$ cat src/rtl/ascii_operand_parser.sv
// ascii_operand_parser: parses "A+B=" / "A+B<CR>" ASCII expressions into
// zero-padded tens/units digits for the two-digit ASCII adder.
`default_nettype none

module ascii_operand_parser #(
   parameter int TIMEOUT = 1000,
   parameter int CNT_W   = 16
) (
   input  logic       clk,
   input  logic       rst,
   input  logic [6:0] char_in,
   input  logic       char_valid,
   output logic       char_ready,
   output logic [6:0] AD,
   output logic [6:0] AU,
   output logic [6:0] BD,
   output logic [6:0] BU,
   output logic       op_valid,
   input  logic       op_ack,
   output logic       err
);

   typedef enum logic [2:0] {
      A1   = 3'd0,
      A2   = 3'd1,
      AP   = 3'd2,
      B1   = 3'd3,
      B2   = 3'd4,
      BT   = 3'd5,
      HOLD = 3'd6
   } state_t;

   localparam logic [6:0]       ASCII_ZERO = 7'h30;
   localparam logic [CNT_W-1:0] TO_VAL     = CNT_W'(TIMEOUT);

   state_t           state, state_nx;
   logic [6:0]       ad_nx, au_nx, bd_nx, bu_nx;
   logic [CNT_W-1:0] cnt, cnt_nx;
   logic             err_nx;
   logic             bad;

   logic is_digit, is_plus, is_term, is_space, xfer;

   assign is_digit   = (char_in >= 7'h30) && (char_in <= 7'h39);
   assign is_plus    = (char_in == 7'h2B);
   assign is_term    = (char_in == 7'h3D) || (char_in == 7'h0D);
   assign is_space   = (char_in == 7'h20);
   assign char_ready = (state != HOLD);
   assign op_valid   = (state == HOLD);
   assign xfer       = char_valid && char_ready;

   always_ff @(posedge clk or posedge rst) begin
      if (rst) begin
         state <= A1;
         AD    <= ASCII_ZERO;
         AU    <= ASCII_ZERO;
         BD    <= ASCII_ZERO;
         BU    <= ASCII_ZERO;
         cnt   <= '0;
         err   <= 1'b0;
      end else begin
         state <= state_nx;
         AD    <= ad_nx;
         AU    <= au_nx;
         BD    <= bd_nx;
         BU    <= bu_nx;
         cnt   <= cnt_nx;
         err   <= err_nx;
      end
   end

   always_comb begin
      state_nx = state;
      ad_nx    = AD;
      au_nx    = AU;
      bd_nx    = BD;
      bu_nx    = BU;
      cnt_nx   = cnt;
      err_nx   = 1'b0;
      bad      = 1'b0;
      if (xfer) begin
         // A transfer always restarts the idle counter, even if it coincides with expiry.
         cnt_nx = '0;
         if (!is_space) begin
            case (state)
               A1: begin
                  if (is_digit) begin
                     au_nx    = char_in;
                     ad_nx    = ASCII_ZERO;
                     state_nx = A2;
                  end else bad = 1'b1;
               end
               A2: begin
                  if (is_digit) begin
                     ad_nx    = AU;
                     au_nx    = char_in;
                     state_nx = AP;
                  end else if (is_plus) state_nx = B1;
                  else bad = 1'b1;
               end
               AP: begin
                  if (is_plus) state_nx = B1;
                  else bad = 1'b1;
               end
               B1: begin
                  if (is_digit) begin
                     bu_nx    = char_in;
                     bd_nx    = ASCII_ZERO;
                     state_nx = B2;
                  end else bad = 1'b1;
               end
               B2: begin
                  if (is_digit) begin
                     bd_nx    = BU;
                     bu_nx    = char_in;
                     state_nx = BT;
                  end else if (is_term) state_nx = HOLD;
                  else bad = 1'b1;
               end
               BT: begin
                  if (is_term) state_nx = HOLD;
                  else bad = 1'b1;
               end
               default: begin
               end
            endcase
            if (bad) begin
               err_nx   = 1'b1;
               state_nx = A1;
            end
         end
      end else if (state == A1 || state == HOLD) begin
         cnt_nx = '0;
         if (state == HOLD && op_ack) state_nx = A1;
      end else if (TIMEOUT != 0 && cnt == TO_VAL) begin
         err_nx   = 1'b1;
         state_nx = A1;
         cnt_nx   = '0;
      end else begin
         cnt_nx = cnt + CNT_W'(1);
      end
   end

endmodule

`default_nettype wire
$ cat config.mk
export PLATFORM = sky130hd
export DESIGN_NAME = ascii_operand_parser
export DESIGN_NICKNAME = d
export VERILOG_FILES = /design/src/rtl/ascii_operand_parser.sv
export SDC_FILE = /design/constraint.sdc
export NUM_CORES = 1
export LEC_CHECK = 0
export CAP_MARGIN = 10
export CORE_ASPECT_RATIO = 0.5
export CORE_MARGIN = 2
export CORE_UTILIZATION = 50
export DETAILED_ROUTE_END_ITERATION = 10
export PLACE_DENSITY = 0.77
export SETUP_SLACK_MARGIN = 0.15
export SYNTH_ARGS = -nofsm -noshare
export SYNTH_HDL_FRONTEND = slang
export SYNTH_SLANG_ARGS = --single-unit
$ cat constraint.sdc
create_clock -name clk -period 2.3 [get_ports clk]
set_input_delay 0.575 -clock clk [delete_from_list [all_inputs] [get_ports clk]]
set_output_delay 0.575 -clock clk [all_outputs]
set_load 0.1 [all_outputs]
==> Word level (Yosys, flattened, before mapping) <==
Index checks and enable logic that the tools add are counted.
{ "word_totals": {"out_inout_bits": 31, "regBits": 48, "input_bits": 11, "elab_cells": 83} }
{ "op_classes": {"reduce_logical": 17, "n_addsub": 1, "n_eq_ne": 21, "bitwise": 1, "magnitude_cmp": 2, "mux": 34} }
{ "ops": {"columns": ["op", "n"], "rows": [
  ["2-to-1 mux 16 bit", 3],
  ["2-to-1 mux 3 bit", 12],
  ["case mux 7 bit (2 select lines)", 2],
  ["equality test 7 x 6 -> 1 bit, second input constant", 3],
  ["2-to-1 mux 7 bit", 3],
  ["case mux 3 bit (6 select lines)", 1],
  ["adder 16 x 1 -> 16 bit, second input constant", 1],
  ["equality test 16 x 10 -> 1 bit, second input constant", 1],
  ["2-to-1 mux 1 bit", 12],
  ["!= test 2 bit, second input constant", 5],
  ["AND reduction 5 bit", 2],
  ["equality test 3 bit, second input constant", 3],
  ["!= test 4 bit, second input constant", 2],
  ["!= test 8 x 1 -> 1 bit, second input constant", 1],
  ["AND reduction 4 bit", 2],
  ["equality test 7 x 4 -> 1 bit, second input constant", 1],
  ["greater-or-equal comparator 7 x 6 -> 1 bit, second input constant", 1],
  ["less-or-equal comparator 7 x 6 -> 1 bit, second input constant", 1],
  ["equality test 3 x 2 -> 1 bit, second input constant", 2],
  ["AND reduction 6 bit", 1],
  ["OR reduction 2 bit", 3],
  ["case mux 1 bit (5 select lines)", 1],
  ["nonzero test 2 bit", 2],
  ["equality test 3 x 1 -> 1 bit, second input constant", 1],
  ["7 further kinds", 10]
]} }

==> Longest topological paths before layout <==
Gate-level depths: netlist of the first run.
{ "logic_depth": {"depth_word": 10, "depth_mapped": 8, "ltp_nobuf": 7} }

==> Worst setup path before layout of the first run <==
OpenSTA, ideal clock, no wires.
{ "synth_path": {"path_kind": "register to output", "from": "register state[1]", "to": "output port op_valid", "path_stages_with_launch": 5, "path_slack_ns": -0.425, "n_path_buf": 1, "arrival_time_ns": 2.150, "t_required_ns": 1.725, "cell_sequence": "dfrtp_1 > buf_2 > nor2b_1 > nand2_1 > inv_1"} }
{ "synth_via": {"elab_chain_len": 1} }
{ "synth_rtl": {"columns": ["item", "line_no", "text"], "rows": [
  ["start, declared", "36", "state_t state, state_nx;"],
  ["start signal, assigned", "62", "state <= state_nx;"],
  ["equality test 3 bit", "49", "assign op_valid = (state == HOLD);"],
  ["end, declared", "18", "output logic op_valid,"]
]} }
No other way between the ends.

==> Worst setup path after layout of the first run <==
{ "layout_path": {"from": "register state[0]", "to": "output port op_valid"} }
The elaborated chain is that of the path after synthesis.

==> summary.txt, run 1 <==
Timing
  – Worst Skew: 0.00777 ns
  – Hold WS: 0.481 ns
  – Setup_tns: 0 ns
  – F_max: 0.488 GHz
  – Final period utilization: 0.892
  – Slew Viols, Final: 0
  – Minimum clock period: around 2.1 ns
  – Final setup violation count: 0
  – RSZ-0062 raised after global routing: true
  – Actual slew at the worst max-slew pin: roughly 0.58 ns
  – Slew headroom: 0.614
  – Final Hold Fails: 0

Critical path
  – Crit path largest cell delay: between 0.5 and 0.6 ns
  – Sum of buffers and inverters on the critical path: 2
  – Crit path max fanout: 14
  – Slowest cell on crit path: dfrtp_1
  – Reg2reg start: state[0]
  – Critical path data arrival time: about 1.5 ns
  – Setup Crit Path Kind: reg -> out
  – CP endpoint kind: primary output
  – Worst EP required: between 1.5 and 2 ns
  – Worst Setup SP: state[0]
  – Cell family with most CP delay: flip-flops
  – CP Cell Sequence: nor2b_2 > nand2_4 > clkinvlp_4 > buf_12
  – CP startpoint kind: flip-flop

Run status
  – Outcome: completed

Clock network
  – Clock transition at the registers of the reported paths: about 0.080 ns
  – H-tree depth: 2
  – Clock Tree Buf Depth: 2
  – CTS Buf Count: 5
  – CTS resizes: 1
  – Clock Sinks: between 40 and 50
  – Postcts setup bufs: 0
  – Worst skew pair latency: roughly 0.3 ns
  – CTS Hold Bufs: 0
  – CTS root buffer: clkbuf_8
  – CTS tree: built

Final layout
  – Leading cell type in the layout, fill and taps excluded: buf_4
  – Antenna diode count: 0
  – Layout cells sized above 1: 0.285
  – Utilization after layout: 0.654
  – Layout Cells excl Fill: around 330
  – Final nets: between 200 and 300
  – Area occupied by multi-input gates: 978 um2
  – Area growth syn-to-layout: 26.8%
  – Commonest non-fill, non-tap cells in the layout: 44 x buf_4, 39 x dfrtp_1, 24 x nand2_1, 19 x nor2_1
  – Seq. cell area: about 0.0012 mm2
  – Filler cell count: between 300 and 400

Drt
  – DRT Pass-1 Iters: 4
  – Initial DRC Count: between 80 and 90
  – DRC errors left: 0
  – Antenna viol nets, final: 0
  – Final wirelength: approximately 4700 um
  – Post-DR wirelength/cell: ~14 um
  – Vias per cell: between 5 and 6
  – Vias: between 1500 and 2000

Global route
  – Initial antenna violation count: 0
  – Grt total ovfl: 0
  – Vias in the first global route: 1727
  – First-pass GRT wire length: about 8000 um
  – Total GRT Usage: 0.201
  – Pin count of the biggest net entering global routing: 25

Placed design
  – Hpwl dp: 3520 um
  – RD Place Congestion: around 0.83
  – I/O Buffers: ~40
  – Cells after DPL: around 320

Floorplanning
  – Die width: about 100 um
  – Row count: 17
  – Core area: 0.00438 mm2
  – Die ar.: 0.00511 mm2
  – I/O pins: 42
  – Die height: 51.6 um
  – Initial core utilization: 0.516

Hold path
  – HP Class: reg -> reg
  – Min-delay src: BU[4]

Power and ir drop
  – Max VDD drop: approximately 0.00037 V
  – Leak pwr: 1.32 nW
  – Total power: roughly 1.9 mW
  – Pwr/cell area: around 650 mW/mm2

Logic synthesis
  – Main synth FF type: dfrtp_1
  – Netlist cell types: between 40 and 50
  – Mean Syn Cell Area: between 10 and 15 um2
  – Net Count, Synth: between 200 and 250
  – EDFF count, synth: 0
  – Yosys warning count: 0
  – Syn Inst Count: about 210
  – Synth Cell Area: approximately 0.0023 mm2
  – Synthesis-stage register bit count: 48
  – Ys async rst share: 1.00
  – Seq/Total Area, Yosys: 0.536

Flow run
  – Max-Cap Viols: 0
-- metal layers --
layer / part of all wire / GRT usage / routed length, um
met5: 0 / 0 / 0
met4: 0.0061 / 0.0868 / 29
met3: 0.054 / 0.0497 / 257
met2: 0.48 / 0.339 / 2270
met1: 0.46 / 0.252 / 2160
-- Yosys cell counts (all sizes together), types with 2 or more instances --
cell     number  area share
dfrtp        40        0.44
nand2        25       0.042
nor2         19       0.032
inv          11       0.018
o21ai        11       0.024
xor2         10       0.039
dfstp         8       0.093
mux2          8       0.045
nand2b        7       0.019
buf           6       0.016
nand3         6       0.013
xnor2         6       0.023
a22o          5       0.019
and3          5       0.014
and4          4       0.015
nand4         4       0.011
and2          3      0.0083
nor3          3      0.0066
a21boi        2      0.0066
a21oi         2      0.0044
a22oi         2      0.0066
clkbuf        2      0.0033
ha            2       0.011
o21bai        2      0.0066
o221ai        2      0.0077
o22ai         2      0.0055
o2bb2ai       2      0.0077
-- state kept, by name, indices dropped and copies added, names as in the netlist --
name	count
AD	7
state	3
BU	7
BD	7
cnt	16
err	1
AU	7
-- cells by family (layout without fill, tap and decap cells) --
| logic type | after synthesis | in the layout | synth area share |
|---|---|---|---|
| AO/OA/AOI/OAI | 37 | 37 | 0.115 |
| XOR/XNOR | 16 | 16 | 0.0620 |
| adder cells (fa/ha/maj) | 2 | 2 | 0.0111 |
| buffers and inverters | 19 | 75 | 0.0376 |
| flip-flops | 48 | 48 | 0.536 |
| multiplexers | 8 | 8 | 0.0448 |
| AND/OR/NAND/NOR | 84 | 84 | 0.194 |
-- metrics by stage --
step	instance area [um2]	setup WS, ns
detailed placement	2770	-0.0345
CTS	2860	0.159
global route	2870	0.125
finish	2870	0.249
global placement	2770	0.0231
floorplan	2270	0.249
-- cell type report --
class / count / share of cell area
sequential: 48 / 0.423
multi-input combinational: 147 / 0.341
timing repair buffer: 56 / 0.164
clock buffer: 8 / 0.0314
tap: 57 / 0.0249
inverter: 11 / 0.0157
-- report_power, final --
part | switching, mW | total, mW | leakage, nW | internal (mW)
Sequential | 0.0316 | 0.920 | 0.631 | 0.888
Combinational | 0.326 | 0.434 | 0.639 | 0.109
Clock | 0.263 | 0.508 | 0.0455 | 0.245
-- tightest hold or removal path: stages (launching register included) --
cell and delay (ns):
dfstp_2 0.37, inv_1 0.06, nand2_1 0.05
-- path summary, 6_finish.rpt --
kind	end	slack (ns)	cells after the start
worst max-delay path	op_valid	0.25	4
worst min-delay path	BU[4]	0.48	2
worst max register to register	cnt[14]	0.42	4
worst min register to register	BU[4]	0.48	2
max in group asynchronous	AU[4]	1.07	3
min in group asynchronous	BU[0]	0.62	2
Power figures use the tool's default switching activity.
==> run 2, diff against run 1 <==
--- a/config.mk
+++ b/config.mk
@@ -8,9 +8,9 @@
 export CAP_MARGIN = 10
 export CORE_ASPECT_RATIO = 0.5
 export CORE_MARGIN = 2
-export CORE_UTILIZATION = 50
+export CORE_UTILIZATION = 47
 export DETAILED_ROUTE_END_ITERATION = 10
-export PLACE_DENSITY = 0.77
+export PLACE_DENSITY = 0.76
 export SETUP_SLACK_MARGIN = 0.15
 export SYNTH_ARGS = -nofsm -noshare
 export SYNTH_HDL_FRONTEND = slang
==> constraint.sdc (replaced) <==
create_clock -name clk -period 1.65 [get_ports clk]
set_input_delay 0.4125 -clock clk [delete_from_list [all_inputs] [get_ports clk]]
set_output_delay 0.4125 -clock clk [all_outputs]
set_load 0.1 [all_outputs]
==> run 2 against run 1 <==
  * Global-route usage rose by 11 points
  * Register-to-register slack worse by 0.61 ns
  * Clock skew increased by 0.0055 ns
  * The flow now finishes with violations (negative setup slack)
  * Critical endpoint is now state[1]
  * Sequential power grew 43%
  * Hold slack worse by 0.018 ns
  * Combinational power up 110%
  * Clock power increased by 45%
  * Clock-buffer cell count down 2
  * Via count grew 33%
==> summary.txt, run 2 (synthesis gave the netlist of run 1 again) <==
Timing
  – Minimum clock period: 1.84 ns
  – Final period utilization: 1.12
  – Slew headroom: 0.693 (was 0.614)
  – Slew Viols, Final: 0 (unchanged)
  – Final Hold Fails: 0 (unchanged)
  – Worst Skew: 0.0133 ns (was 0.00777 ns)
  – Setup WS post-layout: -0.192 ns (was 0.249 ns)
  – Actual slew at the worst max-slew pin: 0.460 ns (was 0.579 ns)
  – F_max: between 0.5 and 0.6 GHz
  – RSZ-0062 raised after global routing: true (unchanged)
  – Hold WS: 0.463 ns (was 0.481 ns)
  – Final setup violation count: 30 (was 0)

Drt
  – Antenna viol nets, final: 0 (unchanged)
  – DRT Pass-1 Iters: 5 (was 4)
  – Post-DR wirelength/cell: 25.8 um (was 14.4 um)
  – Final wirelength: 9950 um (was 4720 um)
  – DRC errors left: 0 (unchanged)
  – Vias per cell: 6.12 (was 5.41)
  – Initial DRC Count: 200 (was 82)
  – Vias: 2355 (was 1770)

Final layout
  – Layout cells sized above 1: 0.649 (was 0.285)
  – Commonest non-fill, non-tap cells in the layout: 41 x buf_4, 39 x dfrtp_1, 33 x buf_12, 18 x buf_6, 16 x nand2_1 (was 44 x buf_4, 39 x dfrtp_1, 24 x nand2_1, 19 x nor2_1)
  – Antenna diode count: 0 (unchanged)
  – Area growth syn-to-layout: 86.3% (was 26.8%)
  – Max reg flops: 16 (unchanged)
  – Fin area: 0.00421 mm2 (was 0.00287 mm2)
  – Leading cell type in the layout, fill and taps excluded: buf_4 (unchanged)
  – Final nets: 332 (was 282)
  – Utilization after layout: 0.934 (was 0.654)
  – Biggest register: cnt (unchanged)

Critical path
  – Slowest cell on crit path: dfrtp_1 (unchanged)
  – CP Cell Sequence: buf_4 > buf_6 > buf_8 > clkinvlp_4 > buf_6 > a211o_1 > a31oi_1 > a32o_1 (was nor2b_2 > nand2_4 > clkinvlp_4 > buf_12)
  – Crit path max fanout: 5 (was 14)
  – Crit path largest cell delay: 0.39 ns (was 0.56 ns)
  – Reg2reg start: state[0] (unchanged)
  – Worst EP required: 1.91 ns (was 1.73 ns)
  – CP startpoint kind: flip-flop (unchanged)
  – Worst Setup SP: state[0] (unchanged)
  – CP endpoint kind: flip-flop (was primary output)
  – Critical path data arrival time: 2.10 ns (was 1.48 ns)
  – Setup Crit Path Kind: reg -> reg (was reg -> out)
  – CP dominant cell by count: buf_6

Clock network
  – Clock Tree Buf Depth: 2 (unchanged)
  – CTS tree: built (unchanged)
  – Clock Sinks: 48 (unchanged)
  – CTS Buf Count: 5 (unchanged)
  – CTS root buffer: clkbuf_8 (unchanged)
  – Worst skew pair latency: 0.33 ns (was 0.30 ns)
  – Clock transition at the registers of the reported paths: 0.10 ns (was 0.08 ns)
  – H-tree depth: 2 (unchanged)

Floorplanning
  – Die height: 53.0 um (was 51.6 um)
  – Initial core utilization: 0.501 (was 0.516)
  – Row count: 17 (unchanged)
  – Die ar.: 0.00542 mm2 (was 0.00511 mm2)
  – I/O pins: 42 (unchanged)
  – Die width: 102 um (was 99.1 um)
  – Core area: 0.00451 mm2 (was 0.00438 mm2)

Run status
  – Failing checks: negative setup slack
  – Outcome: finished, violations left (was completed)

Flow run
  – Max-Cap Viols: 0 (unchanged)

Power and ir drop
  – Pwr/cell area: 708 mW/mm2 (was 650 mW/mm2)
  – Total power: 2.98 mW (was 1.86 mW)
  – Max VDD drop: 0.000522 V (was 0.000371 V)
  – Leak pwr: 1.82 nW (was 1.32 nW)

Placed design
  – Setup WS pre-CTS: -0.554 ns (was -0.0345 ns)
  – I/O Buffers: 41 (unchanged)
  – Hpwl dp: 4120 um (was 3520 um)
  – DP Area: 0.00332 mm2 (was 0.00277 mm2)
  – RD Place Congestion: 0.919 (was 0.832)

Global route
  – M1 GR Usage: 0.383 (was 0.252)
  – Total GRT Usage: 0.316 (was 0.201)
  – Pin count of the biggest net entering global routing: 19 (was 25)
  – GRT busiest layer: met2 (unchanged)
  – Grt total ovfl: 0 (unchanged)
  – First-pass GRT wire length: 12100 um (was 7920 um)
  – Vias in the first global route: 2194 (was 1727)
  – Initial antenna violation count: 0 (unchanged)
  – Met2 Track Usage GR: 0.535 (was 0.339)
  – GRT met3 Usage: 0.0727 (was 0.0497)

Hold path
  – HP Class: in -> async (was reg -> reg)
-- run 2: path summary, 6_finish.rpt --
path / to / slack, ns / cells past startpoint
min in group clk: AU[4] / 0.53 / 1
max in group asynchronous: cnt[7] / 0.70 / 3
max reg2reg: state[1] / -0.19 / 8
max: state[1] / -0.19 / 8
min reg2reg: AU[4] / 0.53 / 1
min: state[2] / 0.46 / 2
-- run 2: where the power goes --
part	total, mW	switching [mW]	leakage, nW	internal [mW]
logic	0.924	0.557	1.15	0.367
clock network	0.739	0.448	0.0410	0.290
registers	1.32	0.0818	0.631	1.24
-- run 2: final cells by class --
class                           instances  area [um2]
Inverter                               11        52.6
Clock inverter                          1        5.00
Tap cell                               66        82.6
Timing Repair Buffer                  106        1320
Fill cell                             122         297
Multi-Input combinational cell        147        1470
Sequential cell                        48        1210
Clock buffer                            6        72.6
-- run 2: per-layer routing --
layer  up-vias  wire length (um)
met5         -                 0
met4         0               449
met3        52               824
met2       170              4850
met1      1184              3820
li1        949                 -
-- run 2: repair_timing --
item / CTS / global route
setup buffers: 21 / 13
hold buffers: 0 / 0
endpoints found under the setup margin: 48 / 53
cloned: 2 / 0
gates resized for setup: 73 / 76
pin swaps: 17 / 23
-- run 2: stage by stage --
step           instances  TNS, ns
6_report             385    -1.79
5_1_grt              385    -3.27
4_1_cts              372  -0.0845
3_5_place_dp         342   -16.51
3_3_place_gp         342   -14.83
2_1_floorplan        214  -0.0996
-- run 2: worst max-delay path, delay by kind of cell (launching register included) --
| kind | cells | cell delay (ns) |
|---|---|---|
| flip-flops | 1 | 0.39 |
| buffers and inverters | 5 | 0.65 |
| AO/OA/AOI/OAI | 3 | 0.73 |
==> run 3, diff against run 2 <==
--- a/config.mk
+++ b/config.mk
@@ -5,12 +5,12 @@
 export SDC_FILE = /design/constraint.sdc
 export NUM_CORES = 1
 export LEC_CHECK = 0
-export CAP_MARGIN = 10
+export CAP_MARGIN = 20
 export CORE_ASPECT_RATIO = 0.5
 export CORE_MARGIN = 2
-export CORE_UTILIZATION = 47
+export CORE_UTILIZATION = 52
 export DETAILED_ROUTE_END_ITERATION = 10
-export PLACE_DENSITY = 0.76
+export PLACE_DENSITY = 0.8
 export SETUP_SLACK_MARGIN = 0.15
 export SYNTH_ARGS = -nofsm -noshare
 export SYNTH_HDL_FRONTEND = slang
==> constraint.sdc (replaced) <==
create_clock -name clk -period 2.1 [get_ports clk]
set_input_delay 0.525 -clock clk [delete_from_list [all_inputs] [get_ports clk]]
set_output_delay 0.525 -clock clk [all_outputs]
set_load 0.1 [all_outputs]
==> run 3 against run 2 <==
  * Sequential share of layout area is 11 points higher
  * The flow now finishes without violations
  * Sequential power down 23%
  * Highest routed layer unchanged
  * Global-route usage fell by 11 points
  * Via count fell by 22%
  * Clock-buffer cell count unchanged
  * Register-to-register slack better by 0.59 ns
==> summary.txt, run 3 (synthesis gave the netlist of run 1 again) <==
Drt
  – Vias per cell: 5.49 (was 6.12)
  – DRT Pass-1 Iters: 4 (was 5)
  – Antenna viol nets, final: 0 (unchanged)
  – Post-DR wirelength/cell: 15.6 um (was 25.8 um)
  – DRC errors left: 0 (unchanged)
  – Vias: 1834 (was 2355)
  – Final wirelength: 5190 um (was 9950 um)
  – Initial DRC Count: 104 (was 200)

Flow run
  – Max-Cap Viols: 0 (unchanged)

Critical path
  – Crit path max fanout: 3 (was 5)
  – Reg2reg start: state[2] (was state[0])
  – Worst flop-to-flop path endpoint: BU[3] (was state[1])
  – Setup Crit Path Kind: in -> reg (was reg -> reg)
  – CP endpoint kind: flip-flop (unchanged)
  – Worst EP required: 2.34 ns (was 1.91 ns)
  – Worst-case reg-to-reg path depth: 5 (was 8)
  – R2R setup slack: 0.40 ns (was -0.19 ns)
  – Critical path data arrival time: 2.27 ns (was 2.10 ns)
  – CP startpoint kind: primary input (was flip-flop)

Timing
  – Final setup violation count: 0 (was 30)
  – Final period utilization: 0.965
  – Slew Viols, Final: 0 (unchanged)
  – Worst Skew: 0.00833 ns (was 0.0133 ns)
  – Slew headroom: 0.747 (was 0.693)
  – RSZ-0062 raised after global routing: true (unchanged)
  – Setup WS post-layout: 0.0733 ns (was -0.192 ns)
  – Minimum clock period: 2.03 ns
  – F_max: a little under 0.5 GHz
  – Actual slew at the worst max-slew pin: 0.379 ns (was 0.460 ns)
  – Hold WS: 0.491 ns (was 0.463 ns)
  – Final Hold Fails: 0 (unchanged)

Final layout
  – Layout Cells excl Fill: 334 (was 385)
  – Antenna diode count: 0 (unchanged)
  – Utilization after layout: 0.762 (was 0.934)
  – Filler cell count: 269 (was 122)
  – Leading cell type in the layout, fill and taps excluded: buf_4 (unchanged)
  – Layout cells sized above 1: 0.325 (was 0.649)
  – Area growth syn-to-layout: 36.2% (was 86.3%)
  – Commonest non-fill, non-tap cells in the layout: 45 x buf_4, 38 x dfrtp_1, 24 x nand2_1, 19 x nor2_1, 11 x buf_12 (was 41 x buf_4, 39 x dfrtp_1, 33 x buf_12, 18 x buf_6, 16 x nand2_1)
  – Max reg flops: 16 (unchanged)
  – Final nets: 292 (was 332)
  – Biggest register: cnt (unchanged)

Hold path
  – Hold Path Sink: AD[4]
  – WHS Path Cells: 2
  – Min-delay src: AD[4]
  – HP Class: reg -> reg (was in -> async)

Clock network
  – CTS root buffer: clkbuf_8 (unchanged)
  – Clock transition at the registers of the reported paths: 0.09 ns (was 0.10 ns)
  – Worst skew pair latency: 0.30 ns (was 0.33 ns)
  – Clock Tree Buf Depth: 2 (unchanged)
  – CTS Buf Count: 5 (unchanged)
  – CTS tree: built (unchanged)
  – H-tree depth: 2 (unchanged)
  – Clock Sinks: 48 (unchanged)

Placed design
  – I/O Buffers: 41 (unchanged)
  – Hpwl dp: 3500 um (was 4120 um)
  – RD Place Congestion: 0.853 (was 0.919)
  – Setup WS pre-CTS: -0.202 ns (was -0.554 ns)
  – Cells after DPL: 322 (was 342)

Power and ir drop
  – Pwr/cell area: 687 mW/mm2 (was 708 mW/mm2)
  – Total power: 2.12 mW (was 2.98 mW)
  – Max VDD drop: 0.000385 V (was 0.000522 V)
  – Leak pwr: 1.46 nW (was 1.82 nW)

Floorplanning
  – I/O pins: 42 (unchanged)
  – Core area: 0.00404 mm2 (was 0.00451 mm2)
  – Row count: 16 (was 17)
  – Die height: 50.6 um (was 53.0 um)
  – Initial core utilization: 0.559 (was 0.501)
  – Die width: 97.3 um (was 102 um)
  – Die ar.: 0.00492 mm2 (was 0.00542 mm2)

Global route
  – Total GRT Usage: 0.207 (was 0.316)
  – Pin count of the biggest net entering global routing: 32 (was 19)
  – Vias in the first global route: 1784 (was 2194)
  – First-pass GRT wire length: 8110 um (was 12100 um)
  – Grt total ovfl: 0 (unchanged)
  – Initial antenna violation count: 0 (unchanged)

Run status
  – Outcome: completed (was finished, violations left)
-- run 3: critical path, stage by stage --
cell and delay (ns):
clkdlybuf4s50_1 0.51, nor4b_4 0.25, nand4_1 0.21, a211o_1 0.34, a31oi_1 0.23, a32o_1 0.20
-- run 3: worst max-delay path by stage --
stage / startpoint / endpoint / slack, ns / depth (start not counted)
final: char_in[5] / state[1] / 0.07 / 6
after global routing: char_in[5] / state[1] / 0.08 / 6
after CTS: char_in[6] / state[1] / 0.11 / 6
after detailed placement: char_in[2] / state[1] / -0.20 / 6
after global placement: char_in[2] / state[1] / -0.13 / 6
after floorplan: state[1] / op_valid / 0.17 / 4
-- run 3: where the power goes --
group / internal, mW / total, mW / leakage (nW) / switching (mW)
sequential: 0.974 / 1.02 / 0.630 / 0.0421
combinational: 0.167 / 0.531 / 0.776 / 0.364
clock: 0.263 / 0.568 / 0.0510 / 0.305
-- run 3: layout make-up --
class	instances	area [um2]	area share
Clock buffer	6	82.6	0.0268
Inverter	11	45.0	0.0146
Clock inverter	2	10.0	0.00325
Tap cell	54	67.6	0.0219
Sequential cell	48	1210	0.394
Timing Repair Buffer	66	666	0.216
Multi-Input combinational cell	147	996	0.323
-- run 3: per-stage QoR --
step,instance area (um2),TNS [ns]
2_1_floorplan,2290,0
3_3_place_gp,2930,-1.30
3_5_place_dp,2930,-2.29
4_1_cts,3030,0
5_1_grt,3080,0
6_report,3080,0
-- run 3: routing by layer --
metal | track usage | vias up | wire length, um
met1 | 0.255 | 894 | 2310
met5 | 0 | - | 0
met3 | 0.0543 | 19 | 230
met2 | 0.363 | 48 | 2500
met4 | 0.0671 | 0 | 156
li1 | - | 873 | -
-- run 3: what timing repair did --
| item | in CTS | in global routing |
|---|---|---|
| hold buffers | 0 | 0 |
| buffers inserted | 0 | 4 |
| gates cloned | 0 | 0 |
| gates resized for setup | 2 | 8 |
| pin swaps | 1 | 1 |
| endpoints found under the setup margin | 2 | 15 |
